==> config.mk <==
export PLATFORM = sky130hd
export DESIGN_NAME = factor_judge
export DESIGN_NICKNAME = d
export VERILOG_FILES = /design/src/rtl/factor_judge.sv
export SDC_FILE = /design/constraint.sdc
export NUM_CORES = 1
export LEC_CHECK = 0
export BUFFER_PORTS_ARGS = -buffer_cell sky130_fd_sc_hd__buf_4
export CELL_PAD_IN_SITES_DETAIL_PLACEMENT = 1
export CELL_PAD_IN_SITES_GLOBAL_PLACEMENT = 1
export CORE_MARGIN = 5
export CORE_UTILIZATION = 40
export DETAILED_ROUTE_END_ITERATION = 7
export PLACE_DENSITY = 0.73
export SETUP_SLACK_MARGIN = 0.3
export SYNTH_ARGS = -nofsm -noshare
export SYNTH_HDL_FRONTEND = slang
export SYNTH_SLANG_ARGS = --single-unit
==> constraint.sdc <==
create_clock -name CLK -period 3 [get_ports CLK]
set_clock_uncertainty 0.15 [all_clocks]
set_input_delay 0.45 -clock CLK [delete_from_list [all_inputs] [get_ports CLK]]
set_output_delay 0.45 -clock CLK [all_outputs]
set_load 0.03 [all_outputs]
==> src/rtl/factor_judge.sv <==
// factor_judge: latches the local two-factor answer, checks it against the
// current composite question with a sequential shift-add multiplier, and
// arbitrates the round result against the opponent's completion pulse.
module factor_judge #(
    parameter int WIDTH = 8
) (
    input  logic               CLK,
    input  logic               RST_N,
    input  logic [3:0]         STATE,
    input  logic [2*WIDTH-1:0] QUE_VAL,
    input  logic [WIDTH-1:0]   ANS_A,
    input  logic [WIDTH-1:0]   ANS_B,
    input  logic               ANS_VALID,
    input  logic               OPP_DONE,
    output logic [1:0]         JUDG,
    output logic               WRONG,
    output logic               LOC_DONE,
    output logic               BUSY
);

    localparam int PW = 2 * WIDTH;
    localparam int CW = $clog2(WIDTH + 1);

    // Controller state codes we react to; everything else is a result state.
    localparam logic [3:0] ST_READY    = 4'b0010;
    localparam logic [3:0] ST_QUESTION = 4'b0011;
    localparam logic [3:0] ST_INPUT    = 4'b0100;

    // Judgment codes seen by the controller.
    localparam logic [1:0] J_NONE = 2'b00;
    localparam logic [1:0] J_WIN  = 2'b01;
    localparam logic [1:0] J_LOSE = 2'b10;
    localparam logic [1:0] J_DRAW = 2'b11;

    typedef enum logic [2:0] {
        S_IDLE,
        S_ARMED,
        S_MUL,
        S_CMP,
        S_DONE
    } fsm_t;

    fsm_t state, state_nx;

    // Latched factors (kept intact for the trivial-factor check) and the
    // working copies that the shift-add multiplier consumes.
    logic [WIDTH-1:0] a_q, b_q;
    logic [PW-1:0]    a_sh;
    logic [WIDTH-1:0] b_sh;
    logic [PW-1:0]    prod;
    logic [CW-1:0]    cnt;
    logic             opp_seen;

    logic             load, step, correct;
    logic [1:0]       judg_nx;
    logic             wrong_nx, loc_done_nx, opp_seen_nx;

    // A factor of 0 or 1 never counts, even if the product matches.
    assign correct = (prod == QUE_VAL) && (a_q > WIDTH'(1)) && (b_q > WIDTH'(1));

    assign BUSY = (state == S_MUL);

    // State register.
    always_ff @(posedge CLK or negedge RST_N) begin
        if (!RST_N) state <= S_IDLE;
        else        state <= state_nx;
    end

    // Next-state, result and datapath-control decode.
    always_comb begin
        state_nx    = state;
        judg_nx     = JUDG;
        wrong_nx    = 1'b0;
        loc_done_nx = 1'b0;
        opp_seen_nx = opp_seen;
        load        = 1'b0;
        step        = 1'b0;

        if (STATE == ST_READY) begin
            // Round clear beats everything else, in every FSM state.
            state_nx    = S_IDLE;
            judg_nx     = J_NONE;
            opp_seen_nx = 1'b0;
        end else begin
            case (state)
                S_IDLE: begin
                    if (STATE == ST_QUESTION || STATE == ST_INPUT)
                        state_nx = S_ARMED;
                end
                S_ARMED: begin
                    // Opponent finishing first wins outright, even before INPUT.
                    if (OPP_DONE) begin
                        judg_nx  = J_LOSE;
                        state_nx = S_DONE;
                    end else if (ANS_VALID && STATE == ST_INPUT) begin
                        load     = 1'b1;
                        state_nx = S_MUL;
                    end
                end
                S_MUL: begin
                    step = 1'b1;
                    if (OPP_DONE)
                        opp_seen_nx = 1'b1;
                    if (cnt == CW'(1))
                        state_nx = S_CMP;
                end
                S_CMP: begin
                    if (correct) begin
                        judg_nx     = (opp_seen || OPP_DONE) ? J_DRAW : J_WIN;
                        loc_done_nx = 1'b1;
                        state_nx    = S_DONE;
                    end else if (opp_seen || OPP_DONE) begin
                        // Wrong, but the round is already lost: no retry pulse.
                        judg_nx  = J_LOSE;
                        state_nx = S_DONE;
                    end else begin
                        wrong_nx    = 1'b1;
                        opp_seen_nx = 1'b0;
                        state_nx    = S_ARMED;
                    end
                end
                S_DONE: begin
                    state_nx = S_DONE;
                end
                default: begin
                    state_nx = S_IDLE;
                end
            endcase
        end
    end

    // Shift-add multiplier: one bit of B per cycle, LSB first.
    always_ff @(posedge CLK or negedge RST_N) begin
        if (!RST_N) begin
            a_q  <= '0;
            b_q  <= '0;
            a_sh <= '0;
            b_sh <= '0;
            prod <= '0;
            cnt  <= '0;
        end else if (load) begin
            a_q  <= ANS_A;
            b_q  <= ANS_B;
            a_sh <= {{WIDTH{1'b0}}, ANS_A};
            b_sh <= ANS_B;
            prod <= '0;
            cnt  <= CW'(WIDTH);
        end else if (step) begin
            if (b_sh[0])
                prod <= prod + a_sh;
            a_sh <= a_sh << 1;
            b_sh <= b_sh >> 1;
            cnt  <= cnt - CW'(1);
        end
    end

    // Registered result level, one-cycle pulses and the opponent-seen flag.
    always_ff @(posedge CLK or negedge RST_N) begin
        if (!RST_N) begin
            JUDG     <= J_NONE;
            WRONG    <= 1'b0;
            LOC_DONE <= 1'b0;
            opp_seen <= 1'b0;
        end else begin
            JUDG     <= judg_nx;
            WRONG    <= wrong_nx;
            LOC_DONE <= loc_done_nx;
            opp_seen <= opp_seen_nx;
        end
    end

endmodule
==> results of run 1 <==
[report_power, final]
part / internal (W) / total (W) / leakage, nW / switching, W
sequential: 0.00106 / 0.00120 / 0.898 / 0.000145
combinational: 0.000256 / 0.000593 / 1.14 / 0.000338
clock: 0.000552 / 0.000929 / 0.123 / 0.000376
[worst max-delay path, delay by kind of cell, from the launching register on]
family	cells	cell delay, ns
AOI/OAI and AO/OA	4	0.82
and+or+nand+nor	1	0.21
adders and majority gates	2	0.65
xor gates and xnor gates	1	0.16
buffers and inverters	1	0.07
DFF	1	0.40
[Yosys cell counts (all sizes together) (3+ instances only)]
cell	number
nand2	84
dfrtp	66
o21ai	39
a21oi	24
nand3	22
xor2	22
ha	17
nor2	15
buf	14
mux2i	13
nor4	12
inv	10
xnor2	10
a21o	5
nor3	4
nor4b	3
o21a	3
or4	3
[worst max path at each step]
| stage | to | slack, ns | depth (start not counted) |
|---|---|---|---|
| after floorplan | prod[12] | 0.65 | 9 |
| after global placement | prod[12] | 0.44 | 9 |
| after detailed placement | prod[12] | 0.37 | 9 |
| after CTS | prod[12] | 0.34 | 9 |
| after global routing | prod[12] | 0.34 | 9 |
| final | prod[12] | 0.47 | 9 |
[final cells by class]
type	instances	area (µm²)
clock inverter	7	118
sequential	66	1650
tap	111	139
timing repair buffer	52	390
clock buffer	9	124
fill	1058	4750
inverter	10	37.5
multi-input combinational	306	1950
[routing by layer]
metal / wire length, µm / track usage
met5: 0 / 0
met2: 5120 / 0.323
met3: 226 / 0.0358
met4: 221 / 0.0740
met1: 4410 / 0.231
[logic make-up after synthesis]
logic type,count (synthesis),share of synthesized area
simple gates,157,0.204
compound gates,86,0.141
flops,66,0.445
xor+xnor,32,0.0755
buf+inv,26,0.0364
fa+ha+maj,18,0.0627
mux,13,0.0351
[placed cells by master, fill, tap and decap left out, drive strengths merged, types with 2 or more instances in the layout]
cell type and n:
nor3b 2, or2 2, nand2 84, o21ai 39, a21o 5, inv 10
mux2i 13, xnor2 10, nor2b 2, xor2 22, o21bai 2, or3b 2
a31oi 2, o211ai 2, clkinv 4, nor2 15, buf 52, ha 17
nor3 4, nor4 12, nor4b 3, clkbuf 9, nand3 22, o21a 3
or4 3, bufinv 3, a21oi 24, a211oi 2, dfrtp 66
[sequential cells by signal, summed over array words and instances, names as in the netlist]
name,flops
WRONG,1
b_sh,8
state,3
JUDG,2
opp_seen,1
cnt,4
prod,16
a_sh,16
a_q,7
b_q,7
LOC_DONE,1
[metrics by stage]
step / power, W / hold slack (ns) / worst slack [ns] / cell area, µm² / util
CTS: 0.00276 / 0.0993 / 0.344 / 4390 / 0.480
global placement: 0.00177 / 0.303 / 0.443 / 4150 / 0.453
floorplan: 0.00157 / 0.00441 / 0.646 / 3710 / -
global route: 0.00288 / 0.138 / 0.337 / 4410 / 0.481
detailed placement: 0.00181 / 0.314 / 0.375 / 4150 / 0.453
finish: 0.00273 / 0.0570 / 0.468 / 4410 / 0.481
[repair_timing]
action | in CTS | in global routing
hold buffers | 0 | 0
resized for setup | 0 | 2
endpoints found under the setup margin | 0 | 2
==> summary.txt, run 1 <==
Die
  – Core ar.: a little over 9000 µm²
  – Die footprint: about 11000 µm²
  – Io pins: between 40 and 50
  – FP Rows: 35
  – Die Span Y: between 100 and 150 µm
  – Die W: between 100 and 150 µm
  – Initial Util: 0.405

Synthesis
  – Synthesized area: 3710 µm²
  – Register area share after synthesis: 0.445
  – Post-synth top area cell: dfrtp_1
  – Netlist cell types: 53
  – Syn Inst Count: about 400
  – Ys async rst share: 1.00
  – Top cell type's share of synthesized area: 0.445
  – Post-synth net total: approximately 460
  – Flops & latches, synth: 66
  – Synth warn: 0
  – Synth top area cells: dfrtp_1, nand2_1, ha_1
  – Syn_area_per_cell: 9.32 µm²
  – Top FF cell, synth: dfrtp_1
  – EDFF count, synth: 0

STA
  – Rel. slew slack: 0.412
  – Worst Max-Slew Pin Slew: about 0.9 ns
  – Minimum clock period: about 2.5 ns
  – Fmax: 0.395 GHz
  – Unrepaired setup endpoints after global routing: no
  – Max Slew Vio Count: 0
  – Setup TNS: 0 ns
  – Endpoints failing hold: 0
  – Final setup vio count: 0
  – Fin crit share: 0.844

Clock network
  – Clk slew on worst S/H paths: approximately 0.080 ns
  – CTS tree: done
  – Root buffer cell: clkbuf_8
  – H-Tree Level Count: 3
  – Sink Count: 66
  – Buffers inserted by post-CTS timing repair: 0
  – Clk buf depth: 2
  – Clock Latency Late Sink: between 0.3 and 0.4 ns
  – TritonCTS buffer count: 9

Route
  – Vias per cell: between 5 and 6
  – Via count: 3043
  – Wirelength, routed: 9970 µm
  – DRC: 0
  – First-pass iteration count of the detailed router: 5
  – DRT antenna net count: 0
  – WL/cell: 17.8 µm
  – Initial DRC Count: 88

Global route
  – GRT Total Usage: 0.187
  – Vias in the first global route: 3413
  – Largest net degree at the start of global routing: 67
  – GR Overflow Total: 0
  – First-pass GRT wire length: between 15000 and 20000 µm
  – Initial antenna violation count: 0

Cells and area
  – Final instance count without filler cells: 561
  – Layout area overhead: 18.8%
  – Final nets: 503
  – Ant diodes: 0
  – Layout cell share with drive strength beyond 1: 0.184

Placement
  – Inst Count DP: between 500 and 600
  – Hpwl dp: slightly above 7000 µm
  – Final GP Congestion: around 0.85
  – Port Buffers: 44

Setup path
  – Slowest stage cell, crit path: fa_1
  – CP Capture Type: flop
  – Crit Path Category: flop to flop
  – Crit path DAT: between 2 and 3 ns
  – CP startpoint kind: flop
  – Reg-to-Reg End: prod[12]
  – Worst endpoint required time: 3.12 ns
  – Reg2reg setup slack: ~0.47 ns
  – FF-to-FF path depth: 9
  – Crit path largest cell delay: 0.42 ns
  – Critical-path maximum fanout: 3
  – CP startpoint: prod[0]
  – CP Cell Sequence: ha_1, inv_1, fa_1, nand3b_1, a211o_1, a31oi_4, a31oi_1, xor2_1, o21ai_0
  – Critical R2R Launch: prod[0]

Power and ir drop
  – Pleak: ~2.2 nW
  – Peak VDD IR: roughly 0.27 mV
  – Cell Pwr Density: between 600 and 700 nW/µm²

Run status
  – Outcome: complete, no violations

Worst hold path
  – Hold Path Class: input pin to async pin

Job
  – Max-cap violation count: 0
(Power assumes the default switching activity.)
==> run 2, diff against run 1 <==
--- a/config.mk
+++ b/config.mk
@@ -11,7 +11,7 @@
 export CORE_MARGIN = 5
 export CORE_UTILIZATION = 40
 export DETAILED_ROUTE_END_ITERATION = 7
-export PLACE_DENSITY = 0.73
+export PLACE_DENSITY = 0.76
 export SETUP_SLACK_MARGIN = 0.3
 export SYNTH_ARGS = -nofsm -noshare
 export SYNTH_HDL_FRONTEND = slang
==> constraint.sdc (replaced) <==
create_clock -name CLK -period 2.05 [get_ports CLK]
set_clock_uncertainty 0.15 [all_clocks]
set_input_delay 0.3075 -clock CLK [delete_from_list [all_inputs] [get_ports CLK]]
set_output_delay 0.3075 -clock CLK [all_outputs]
set_load 0.03 [all_outputs]
==> summary.txt, run 2 (synthesized netlist as in run 1, its figures left out) <==
Run status
  – Violated checks: negative hold slack, negative setup slack
  – Outcome: finished with violations

Cells and area
  – Leading cell type in the layout, fill and taps excluded: buf_4
  – Layout area overhead: 75.1%
  – Fill cells: around 890
  – Final nets: between 600 and 700
  – Final instance count without filler cells: approximately 670
  – Fin util: 0.710
  – Largest regs: a_sh: 16 flops, prod: 16 flops, b_sh: 8 flops
  – Commonest cells after routing, fill and taps aside: buf_4, dfrtp_1, nand2_4, nand2_1, nand2_2
  – Layout cell share with drive strength beyond 1: 0.594
  – Ant diodes: 0

Setup path
  – CP Capture Type: flop
  – CP startpoint kind: flop
  – Crit Path Category: flop to flop
  – Worst endpoint required time: approximately 2.2 ns
  – Crit path DAT: about 2.8 ns
  – Critical-path maximum fanout: 3

STA
  – Max Slew Vio Count: 0
  – Fin crit share: 1.29
  – Final hold slack: -0.0162 ns
  – Fmax: 0.377 GHz
  – Minimum clock period: 2.65 ns
  – Worst setup margin: -0.601 ns
  – Setup TNS: -4.88 ns
  – Worst Max-Slew Pin Slew: just under 0.9 ns
  – Rel. slew slack: 0.406
  – Final setup vio count: 19
  – Unrepaired setup endpoints after global routing: yes
  – Endpoints failing hold: 11

Job
  – Max-cap violation count: 0

Global route
  – GR Overflow Total: 0
  – GRT busiest layer: met2
  – Met1 GRT Util: 0.357
  – Largest net degree at the start of global routing: 37
  – Initial antenna violation count: 0
  – First-pass GRT wire length: 25400 µm
  – Met2 usage: 0.539
  – GRT Total Usage: 0.297
  – M3 GR Usage: 0.0407
  – Vias in the first global route: between 4000 and 5000

Clock network
  – Sink Count: between 60 and 70
  – Root buffer cell: clkbuf_8
  – H-Tree Level Count: 3
  – Clk slew on worst S/H paths: 0.10 ns
  – CTS tree: done
  – Clock Latency Late Sink: around 0.4 ns
  – TritonCTS buffer count: 9
  – Clk buf depth: 2

Route
  – Vias per cell: between 6 and 7
  – Wirelength, routed: ~21000 µm
  – WL/cell: roughly 32 µm
  – Via count: ~4200
  – First-pass iteration count of the detailed router: 5
  – DRC: 0
  – Initial DRC Count: 306
  – DRT antenna net count: 0

Placement
  – Hpwl dp: around 8400 µm
  – Inst Count DP: between 600 and 700
  – Port Buffers: 44
  – Final GP Congestion: roughly 0.79
  – Pre-CTS setup slack: -0.280 ns

Die
  – FP Rows: 35
  – Die Span Y: between 100 and 150 µm
  – Die W: around 110 µm
  – Core ar.: a little over 9000 µm²
  – Initial Util: 0.405
  – Io pins: between 40 and 50
  – Die footprint: around 11000 µm²

Power and ir drop
  – Overall Power: about 0.0054 W
  – Cell Pwr Density: between 800 and 900 nW/µm²
  – Part of the power in registers: 0.356
  – Clk network pwr share: 0.244
  – Sw Share: 0.404
  – Pleak: around 3 nW
  – Net switching power: between 0.002 and 0.0025 W
  – Internal Power: ~0.0032 W
  – Gate power share: 0.400
  – Peak VDD IR: 0.488 mV

Worst hold path
  – Hold Path Class: input pin to flop
-- run 2: cell types whose count changed in the layout (fill, tap and decap cells not counted), moves of 10 or more --
cell     before  now
a21oi_1      23    9
o21ai_1       2   17
buf_12        0   10
buf_4        52  111
o21ai_2       1   15
nand2_2       1   26
buf_6         0   25
nand2_1      83   28
o21ai_0      36    6
nand2_4       0   29
-- run 2: layout make-up --
| cell class | instances | area, µm² | share of cell area |
|---|---|---|---|
| clock buffers | 10 | 138 | 0.0212 |
| repair buffers | 156 | 1550 | 0.238 |
| inverters | 10 | 37.5 | 0.00578 |
| clock inverters | 6 | 72.6 | 0.0112 |
| multi-input cells | 306 | 2910 | 0.448 |
| well taps | 111 | 139 | 0.0214 |
| flip-flops and latches | 66 | 1660 | 0.255 |
-- run 2: metrics by stage --
step,hold WS [ns],instance area [µm²]
floorplan,-0.138,3830
global placement,0.131,4760
detailed placement,0.137,4760
CTS,0.0117,5700
global route,-0.00721,6500
finish,-0.0162,6500
-- run 2: power groups by stage --
stage	sequential, W	clock, W	combinational [W]
6_report	0.00194	0.00133	0.00218
5_1_grt	0.00196	0.00135	0.00226
4_1_cts	0.00181	0.00121	0.00160
3_5_place_dp	0.00181	0	0.00119
3_3_place_gp	0.00179	0	0.00113
2_1_floorplan	0.00177	0	0.000617
-- run 2: routing by layer --
| metal | share of wire | vias up |
|---|---|---|
| li1 | - | 1689 |
| met1 | 0.36 | 2155 |
| met2 | 0.51 | 241 |
| met3 | 0.060 | 111 |
| met4 | 0.066 | 0 |
| met5 | 0 | - |
-- run 2: what timing repair did --
action                                  4_1_cts  5_1_grt
buffers inserted                             23       14
endpoints found under the setup margin       49       65
pin swaps                                    54       54
cloned                                        6        1
endpoints found under the hold margin        30        0
hold buffers                                  1        0
gates resized for setup                     106      153
-- run 2: worst paths after layout --
kind | start | slack, ns | depth (start not counted) | end
max reg2reg | prod[0] | -0.60 | 9 | prod[12]
min in group asynchronous | RST_N | 0.26 | 2 | b_q[5]
max in group asynchronous | RST_N | 0.90 | 3 | a_sh[7]
min | ANS_B[5] | -0.02 | 3 | b_sh[5]
min reg2reg | b_q[5] | 0.40 | 2 | b_q[5]
max | prod[0] | -0.60 | 9 | prod[12]
-- run 2: worst max-delay path, stage by stage (launching register included) --
cell and delay, ns:
dfrtp_1 0.41, ha_2 0.23, inv_2 0.05, fa_2 0.34, nand3b_1 0.23, a211o_1 0.36, a31oi_4 0.22, a31oi_1 0.14
xor2_1 0.27, o21ai_1 0.12
